[config.mk]
export PLATFORM = sky130hd
export DESIGN_NAME = mc0512_memctl
export DESIGN_NICKNAME = d
export VERILOG_FILES = /design/src/rtl/mc0512_memctl.sv
export SDC_FILE = /design/constraint.sdc
export NUM_CORES = 1
export LEC_CHECK = 0
export ABC_AREA = 1
export CAP_MARGIN = 20
export CORE_MARGIN = 8
export CORE_UTILIZATION = 48
export CTS_BUF_LIST = sky130_fd_sc_hd__clkbuf_4
export CTS_CLUSTER_SIZE = 16
export DETAILED_ROUTE_END_ITERATION = 16
export HOLD_SLACK_MARGIN = 0.12
export PLACE_DENSITY = 0.9
export SLEW_MARGIN = 5
export SYNTH_ARGS = -nofsm -noshare
export SYNTH_HDL_FRONTEND = slang
export SYNTH_SLANG_ARGS = --single-unit
[constraint.sdc]
create_clock -name clock -period 2.2 [get_ports clock]
set_input_delay 0.33 -clock clock [delete_from_list [all_inputs] [get_ports clock]]
set_output_delay 0.33 -clock clock [all_outputs]
set_load 0.01 [all_outputs]
[src/rtl/mc0512_memctl.sv]
// Byte-wide core memory responder onto a 512K x 16 async SRAM with programmable wait states.
// Optional write protection of 20'hF0000-20'hFFFFF is enabled by defining MC0512_ROM_PROTECT_EN.
module mc0512_memctl #(
  parameter int unsigned WAIT_STATES = 1
) (
  input  logic        clock,
  input  logic        reset_n,
  input  logic        en,
  input  logic [19:0] address,
  input  logic [7:0]  wdata,
  input  logic        we,
  output logic [7:0]  rdata,
  output logic        ce,
  output logic        busy,
  output logic [18:0] sram_addr,
  output logic [15:0] sram_d_o,
  input  logic [15:0] sram_d_i,
  output logic        sram_d_t,
  output logic        sram_ce_n,
  output logic        sram_oe_n,
  output logic        sram_we_n,
  output logic        sram_lb_n,
  output logic        sram_ub_n
`ifdef MC0512_ROM_PROTECT_EN
  ,
  output logic        rom_wr_hit
`endif
);

  localparam int unsigned CNT_W = 4;

  typedef enum logic [1:0] {IDLE, SETUP, WAIT, STROBE} state_t;

  state_t             state_q, state_d;
  logic [CNT_W-1:0]   cnt_q, cnt_d;
  logic [19:0]        addr_q, addr_d;
  logic               we_q, we_d;
  logic [7:0]         wdata_q, wdata_d;
  logic [7:0]         rdata_d;
  logic               ce_d, busy_d, d_t_d, ce_n_d, oe_n_d, we_n_d, lb_n_d, ub_n_d;
  logic               start, strobe, wr_ok;
`ifdef MC0512_ROM_PROTECT_EN
  logic               rom_q, rom_d, hit_d;
`endif

  // The SRAM only ever sees the copies latched when the access started.
  assign sram_addr = addr_q[19:1];
  assign sram_d_o  = {wdata_q, wdata_q};

  // Next-state and next-output logic.
  always_comb begin
    state_d = state_q;
    cnt_d   = cnt_q;
    addr_d  = addr_q;
    we_d    = we_q;
    wdata_d = wdata_q;
    rdata_d = rdata;
    ce_d    = 1'b0;
    busy_d  = 1'b0;
    d_t_d   = 1'b0;
    ce_n_d  = 1'b1;
    oe_n_d  = 1'b1;
    we_n_d  = 1'b1;
    lb_n_d  = 1'b1;
    ub_n_d  = 1'b1;
    start   = 1'b0;
    strobe  = 1'b0;
    wr_ok   = we;
`ifdef MC0512_ROM_PROTECT_EN
    rom_d   = rom_q;
    hit_d   = 1'b0;
    wr_ok   = we && (address[19:16] != 4'hF);
`endif

    unique case (state_q)
      IDLE:   start = en;
      SETUP, WAIT: begin
        busy_d = 1'b1;
        d_t_d  = sram_d_t;
        ce_n_d = sram_ce_n;
        oe_n_d = sram_oe_n;
        we_n_d = sram_we_n;
        lb_n_d = sram_lb_n;
        ub_n_d = sram_ub_n;
        if (state_q == SETUP) begin
          if (WAIT_STATES == 0) begin
            strobe = 1'b1;
          end else begin
            state_d = WAIT;
            cnt_d   = CNT_W'(WAIT_STATES);
          end
        end else if (cnt_q == CNT_W'(1)) begin
          strobe = 1'b1;
        end else begin
          cnt_d = cnt_q - CNT_W'(1);
        end
      end
      STROBE: begin
        start = en;
        if (!en) state_d = IDLE;
      end
      default: state_d = IDLE;
    endcase

    // Write strobe releases on entering STROBE; data stays driven for hold.
    if (strobe) begin
      state_d = STROBE;
      ce_d    = 1'b1;
      we_n_d  = 1'b1;
      if (!we_q) rdata_d = addr_q[0] ? sram_d_i[15:8] : sram_d_i[7:0];
`ifdef MC0512_ROM_PROTECT_EN
      hit_d   = rom_q;
`endif
    end

    if (start) begin
      state_d = SETUP;
      busy_d  = 1'b1;
      addr_d  = address;
      we_d    = we;
      wdata_d = wdata;
      ce_n_d  = 1'b0;
`ifdef MC0512_ROM_PROTECT_EN
      rom_d   = we && !wr_ok;
`endif
      if (we) begin
        lb_n_d = address[0];
        ub_n_d = !address[0];
        d_t_d  = wr_ok;
        we_n_d = !wr_ok;
      end else begin
        oe_n_d = 1'b0;
        lb_n_d = 1'b0;
        ub_n_d = 1'b0;
      end
    end
  end

  always_ff @(posedge clock or negedge reset_n) begin
    if (!reset_n) begin
      state_q   <= IDLE;
      cnt_q     <= '0;
      addr_q    <= '0;
      we_q      <= 1'b0;
      wdata_q   <= '0;
      rdata     <= 8'hFF;
      ce        <= 1'b0;
      busy      <= 1'b0;
      sram_d_t  <= 1'b0;
      sram_ce_n <= 1'b1;
      sram_oe_n <= 1'b1;
      sram_we_n <= 1'b1;
      sram_lb_n <= 1'b1;
      sram_ub_n <= 1'b1;
`ifdef MC0512_ROM_PROTECT_EN
      rom_q      <= 1'b0;
      rom_wr_hit <= 1'b0;
`endif
    end else begin
      state_q   <= state_d;
      cnt_q     <= cnt_d;
      addr_q    <= addr_d;
      we_q      <= we_d;
      wdata_q   <= wdata_d;
      rdata     <= rdata_d;
      ce        <= ce_d;
      busy      <= busy_d;
      sram_d_t  <= d_t_d;
      sram_ce_n <= ce_n_d;
      sram_oe_n <= oe_n_d;
      sram_we_n <= we_n_d;
      sram_lb_n <= lb_n_d;
      sram_ub_n <= ub_n_d;
`ifdef MC0512_ROM_PROTECT_EN
      rom_q      <= rom_d;
      rom_wr_hit <= hit_d;
`endif
    end
  end

endmodule

* Word-level counts from Yosys, hierarchy flattened
Cells that the tools add are included.
** Operators by class
- Eq/ne operators :: 8
- Bitwise operators :: 1
- Multiplexer cells :: 31
- Reductions and logical operators :: 9
- Add/subtract/negate cells :: 1
** Operators with widths (number)
- 1-bit two-way mux :: 23
- 2-bit two-way mux :: 4
- 4-bit two-way mux :: 2
- 8-bit two-way mux :: 1
- 4-bit inequality test (second input constant) :: 2
- 2-bit == test (second input constant) :: 2
- 4-bit by 1-bit == test with 1-bit output (second input constant) :: 1
- 2-bit inequality test (second input constant) :: 2
- 2-bit case mux with 2 select lines :: 1
- 2-bit AND reduction :: 2
- 4-bit nonzero test :: 1
- 2-bit OR reduction :: 2
- 4-bit by 1-bit subtractor with 4-bit output (second input constant) :: 1
- 3-bit AND reduction :: 1
- 2-bit by 1-bit == test with 1-bit output (second input constant) :: 1
- 1-bit zero test :: 2
- 2-bit zero test :: 1
- 1-bit inverter :: 1
** Storage, ports and cells
- Logic and storage cells :: 64
- Register bits after elaboration :: 51
- Input port bits :: 48
- Output and inout bits :: 51

* Longest topological paths before layout
Gate-level depths: netlist of run 1.
- Word-level depth :: 7
- Gate-level depth with buffers :: 10
- Depth with buffers taken out :: 9

* Worst setup path after synthesis of run 1
OpenSTA, ideal clock, no wires.
- Path type :: register to register
- Start :: reg state_q[0]
- End :: reg addr_q[13]
- Cell stages (with the launch flop) :: 9
- Slack :: 0.818 ns
- Setup time :: 0.065 ns
- Period minus slack after synthesis :: 1.382 ns
- Arrival :: 1.317 ns
- Cell sequence :: dfrtp_1 > inv_1 > ha_1 > inv_2 > nand2_4 > inv_2 > buf_6 > nand2_1 > nand2_1
** On the way
- Longest elaborated chain between the ends :: 3
** Ends and longest elaborated chain
- start: declaration :: line 34 : state_t state_q, state_d;
- start signal: assignment :: line 160 : state_q <= state_d;
- 2-bit == test / 2-bit zero test (equally long branches) :: line 75 : unique case (state_q)
- 2-bit OR reduction (no line) (*)
- 1-bit two-way mux (*) :: line 75
- end signal: assignment :: line 162 : addr_q <= addr_d;
- end: declaration :: line 36 : logic [19:0] addr_q, addr_d;
Every way passes the cells marked *; elsewhere a longest branch is shown, timed or not.
A chain may end at the register's enable or synchronous reset.

* Worst setup path after layout of run 1
- Start :: reg state_q[0]
- End :: reg wdata_q[1]
** On the way
- Longest elaborated chain between the ends :: 3
** Ends and longest elaborated chain
- 2-bit == test / 2-bit zero test (equally long branches) :: line 75
- 2-bit OR reduction (no line) (*)
- 1-bit two-way mux (*) :: line 75
- end signal: assignment :: line 164 : wdata_q <= wdata_d;
- end: declaration :: line 38 : logic [7:0] wdata_q, wdata_d;
Marked as above.

==> flow_summary.json, run 1 <==
{
  "status": "finished, final reports clean",
  "pre_cts_slack_ns": 0.391,
  "synth-seq-cells": 51,
  "cp.buffers_inverters": 4,
  "grt_start_max_net_pins": 29,
  "gp_congestion": 0.808,
  "yosys.cell_types.count": 23,
  "via_per_inst": 4.46,
  "cpPeakStageDelay_ns": 0.42,
  "maxCapViolCount": 0,
  "reg2reg_to": "wdata_q[1]",
  "grt_pass1_vias": 1968,
  "finalHoldViolations": 0,
  "initialDrtViolationCount": 71,
  "cts_sinks": 51,
  "fillers": 403,
  "syn_to_final_growth_pct": 36.1,
  "drtPass1Iterations": 4,
  "fin_skew_ns": 0.00696,
  "crit_required_ns": 2.51,
  "fin_crit_ns": 1.83,
  "crit_chain": "inv_1, ha_1, inv_2, nand2_4, inv_2, buf_4, nand2_1, nand2_1",
  "ant_nets": 0,
  "synth_area_mm2": 0.00244,
  "initial_utilization_pct": 48.8,
  "power.density_mw_per_mm2": 1440,
  "synth_nets": 323,
  "ys_seq_area_share_pct": 52.9,
  "r2r_cells": 8,
  "cts_buffer_depth": 2,
  "cp-end-kind": "register",
  "postLayoutCellArea_mm2": 0.00332,
  "r2r_start": "state_q[0]",
  "num_antenna_cells": 0,
  "io_buffers": 98,
  "worstPathArrival_ns": 2.14,
  "ir_worst_vdd_mv": 0.691,
  "row_count": 26,
  "avgSynthCellArea_um2": 9.08,
  "cts_buffers": 5,
  "fin_setup_tns_ns": 0,
  "placed_cells_incl_taps": 405,
  "via_count": 1846,
  "hold_path_class": "primary input to async pin",
  "post_cts_buffers": 0,
  "clkLatencyLatePin_ns": 0.36,
  "startpoint_type": "register",
  "r2r_slack_ns": 0.37,
  "drive_above_1_share_pct": 12.5,
  "layout.cells.non_filler": 414,
  "drv_slew": 0,
  "synthCells": 269,
  "p_leak_nw": 1.58,
  "crit_type": "register to register",
  "core_area_mm2": 0.00501,
  "multiInputGateArea_um2": 835,
  "regArea_mm2": 0.00129,
  "critPathTopFamily": "buffers and inverters",
  "tightest_slew_ns": 0.383,
  "cts_root_buf": "clkbuf_4",
  "setup_viol": 0,
  "cts_tree": "built",
  "routed_wl_mm": 5.48,
  "max_freq_mhz": 547,
  "grt-ovfl-total": 0,
  "io_pins": 99,
  "nets": 397,
  "die_h_um": 87.3,
  "grt_pass1_wl_mm": 9.09,
  "crit_fanout": 20,
  "ys_warn_count": 0,
  "die_width_um": 87.3,
  "slew-limit-headroom_pct": 74.5,
  "die_area_mm2": 0.00763,
  "cts-htree-levels": 2,
  "period_share_pct": 83.1,
  "post-route-util_pct": 66.4,
  "hpwl_mm": 4.25,
  "antenna_found_initial": 0,
  "grt_use_total_pct": 15.0,
  "path_clk_slew_ns": 0.13,
  "power_mw": 4.77,
  "placed_cell_area_mm2": 0.00326,
  "setup_ws_ns": 0.371,
  "rsz0062_at_grt": "false",
  "cp_slowest_cell": "dfrtp_1",
  "route.detailed.drc": 0,
  "worst_hold_slack_ns": 0.331,
  "wl_per_cell_um": 13.2
}
## cell usage after synthesis
cell type  instances  area share [%]
nand2_1          121              19
dfrtp_1           38              39
buf_4             28             8.6
o21ai_0           15             3.1
dfstp_2           13              14
inv_1              9             1.4
mux2_2             8             3.7
nor2_1             7             1.1
ha_1               6             3.1
buf_6              4             1.8
buf_2              3            0.61
a21oi_2            2            0.72
inv_2              2            0.31
nand3_1            2            0.41
nand3_2            2            0.82
nor2_2             2            0.51
buf_1              1            0.15
nand2_4            1            0.46
nor2_4             1            0.46
o21a_1             1            0.31
or2_2              1            0.26
xnor2_1            1            0.36
xor2_1             1            0.36
## cells by family (layout without fill, tap and decap cells)
logic type,count (synthesis),in the layout,share of synthesized area (%)
simple gates,137,137,22.6
xor+xnor,2,2,0.717
compound gates,18,18,4.10
flops,51,51,52.9
mux,8,8,3.69
buf+inv,47,122,12.9
fa+ha+maj,6,6,3.07
## state kept, by name (all words and copies together) (netlist names), 2 cells and up
register,cells
rdata,8
addr_q,20
cnt_q,4
state_q,2
wdata_q,8
## cell type report
class / instances / share of cell area (%)
well taps: 70 / 2.63
multi-input cells: 171 / 25.1
clock inverters: 2 / 0.226
flip-flops and latches: 51 / 38.9
clock buffers: 6 / 1.35
repair buffers: 103 / 30.6
inverters: 11 / 1.24
## how the worst max path moves through the flow
stage          cells past startpoint  slack (ns)        from         end
4_1_cts                            8        0.36  state_q[0]   addr_q[5]
2_1_floorplan                      8        0.82  state_q[0]  addr_q[13]
6_report                           8        0.37  state_q[0]  wdata_q[1]
3_5_place_dp                       8        0.39  state_q[1]  wdata_q[1]
5_1_grt                            8        0.21  state_q[0]   addr_q[2]
3_3_place_gp                       8        0.45  state_q[0]  wdata_q[2]
## worst register-to-register path: stages, from the launching register on
cell     delay [ns]
dfrtp_1        0.42
inv_1          0.08
ha_1           0.37
inv_2          0.15
nand2_4        0.09
inv_2          0.28
buf_4          0.26
nand2_1        0.07
nand2_1        0.06
## layout by cell type, fill, tap and decap left out, types with 6 or more instances in the layout
cell	count
dfstp_2	13
o21ai_0	15
ha_1	6
dfrtp_1	38
nor2_1	7
inv_1	9
nand2_1	121
clkdlybuf4s50_1	97
clkbuf_4	6
mux2_2	8
## report_power, final
part	leakage, nW	internal, mW	switching, mW	total, mW
sequential	0.607	1.48	0.308	1.78
clock	0.0307	0.131	0.275	0.406
combinational	0.945	1.30	1.28	2.58
## repair_timing
item / 4_1_cts / 5_1_grt
resized for setup: 0 / 0
hold endpoints to repair: 31 / 0
hold buffers: 1 / 0
## layer usage
metal	up-vias	GRT usage (%)	part of all wire (%)
met4	0	3.28	0.57
met5	-	0	0
met3	6	6.70	9.2
met2	65	24.1	44
met1	831	17.9	46
li1	944	-	-
(Power assumes the default switching activity.)
==> run 2: changes to the inputs <==
CORE_UTILIZATION = 40   (was 48)
PLACE_DENSITY = 0.8   (was 0.9)
clock period = 1.6 ns   (was 2.2 ns; I/O delays follow)
==> flow_summary.json, run 2 (synthesis results as in run 1) <==
{
  "route.detailed.drc": 0,
  "drive_above_1_share_pct": 17.8,
  "initialDrtViolationCount": 29,
  "hold_path_class": "primary input to async pin",
  "fin_skew_ns": 0.0166,
  "startpoint_type": "register",
  "via_count": 1997,
  "ir_worst_vdd_mv": 0.781,
  "die_area_mm2": 0.00886,
  "grt_pass1_vias": 2006,
  "postLayoutCellArea_mm2": 0.00358,
  "cts_buffer_depth": 2,
  "crit_required_ns": 1.36,
  "finalHoldViolations": 0,
  "status": "finished, final reports clean",
  "r2r_start": "state_q[0]",
  "combPwrFrac_pct": 53.9,
  "grt_start_max_net_pins": 52,
  "power_mw": 7.29,
  "worstPathArrival_ns": 1.33,
  "final_common_cell": "nand2_1",
  "grt_use_total_pct": 14.0,
  "power.switching_mw": 2.77,
  "cts-htree-levels": 2,
  "maxCapViolCount": 0,
  "cpPeakStageDelay_ns": 0.57,
  "clkLatencyLatePin_ns": 0.37,
  "initial_utilization_pct": 41.3,
  "cp-end-kind": "output pin",
  "gp_congestion": 0.841,
  "drtPass1Iterations": 4,
  "syn_to_final_growth_pct": 46.7,
  "p_leak_nw": 1.90,
  "row_count": 28,
  "p_int_mw": 4.52,
  "via_per_inst": 4.59,
  "power.density_mw_per_mm2": 2040,
  "io_buffers": 98,
  "post-route-util_pct": 60.5,
  "grt_pass1_wl_mm": 9.91,
  "crit_type": "register to output pin",
  "drv_slew": 0,
  "grt-ovfl-total": 0,
  "largest_reg_flops": 20,
  "num_antenna_cells": 0,
  "setup_viol": 0,
  "cts_sinks": 51,
  "pwr-share-clk_pct": 12.4,
  "die_width_um": 94.1,
  "wl_per_cell_um": 14.0,
  "io_pins": 99,
  "path_clk_slew_ns": 0.15,
  "antenna_found_initial": 0,
  "placed_cell_area_mm2": 0.00330,
  "reg2reg_to": "addr_q[3]",
  "r2r_slack_ns": 0.11,
  "die_h_um": 94.1,
  "mostFrequentLayoutCells": "nand2_1, clkdlybuf4s50_1, dfrtp_1",
  "hpwl_mm": 4.52,
  "critPathTopFamily": "buffers and inverters",
  "fillers": 519,
  "crit_chain": "clkdlybuf4s50_1",
  "cts_tree": "built",
  "core_area_mm2": 0.00592,
  "cp.buffers_inverters": 1,
  "cts_root_buf": "clkbuf_4",
  "slew-limit-headroom_pct": 75.8,
  "tightest_slew_ns": 0.362,
  "reg_top3": "addr_q: 20 flops, rdata: 8 flops, wdata_q: 8 flops",
  "cp_slowest_cell": "clkdlybuf4s50_1",
  "crit_fanout": 3,
  "seq_power_share_pct": 33.7,
  "period_share_pct": 98.1,
  "fin_crit_ns": 1.57,
  "swShare_pct": 38.0,
  "routed_wl_mm": 6.10,
  "fin_setup_tns_ns": 0,
  "ant_nets": 0,
  "cts_buffers": 5,
  "max_freq_mhz": 637,
  "top_register": "addr_q",
  "r2r_cells": 8,
  "nets": 413
}
-- run 2: power groups by stage --
stage	sequential, mW	combinational [mW]	clock, mW
global route	2.55	4.36	0.986
detailed placement	2.50	3.76	0
finish	2.46	3.93	0.904
global placement	2.47	3.64	0
CTS	2.47	3.78	0.927
floorplan	2.49	2.34	0
-- run 2: cell type report --
class / instances / area (µm²) / area share, %
Clock inverter: 2 / 60.1 / 1.68
Timing Repair Buffer: 119 / 1180 / 33.0
Sequential cell: 51 / 1290 / 36.1
Multi-Input combinational cell: 171 / 866 / 24.2
Tap cell: 75 / 93.8 / 2.62
Clock buffer: 6 / 45.0 / 1.26
Inverter: 11 / 41.3 / 1.15
-- run 2: how the worst max path moves through the flow --
stage,start,to,slack (ns),depth (start not counted)
floorplan,state_q[0],addr_q[13],0.22,8
global placement,state_q[1],rdata[5],0.05,7
detailed placement,state_q[0],rdata[7],-0.02,6
CTS,wdata_q[5],sram_d_o[13],0.0006,1
global route,wdata_q[2],sram_d_o[2],-0.04,1
finish,wdata_q[2],sram_d_o[2],0.03,1
-- run 2: stage by stage --
step / cells / hold WS [ns] / setup slack [ns]
5_1_grt: 435 / 0.366 / -0.0372
3_5_place_dp: 413 / 0.256 / -0.0165
4_1_cts: 423 / 0.374 / 0.000636
2_1_floorplan: 269 / -0.0556 / 0.218
6_report: 435 / 0.375 / 0.0299
3_3_place_gp: 413 / 0.250 / 0.0520
-- run 2: timing repair --
action	in CTS	in global routing
gates resized for setup	18	20
hold buffers	1	0
buffers inserted	1	12
setup endpoints to repair	37	51
hold endpoints to repair	51	0
pin swaps	0	3
-- run 2: routing by layer --
layer / vias to the layer above / routed length (µm) / GRT usage [%]
met5: - / 0 / 0
met4: 0 / 65 / 4.36
met3: 6 / 581 / 5.44
met2: 72 / 2940 / 22.9
met1: 939 / 2510 / 16.3
li1: 980 / - / -
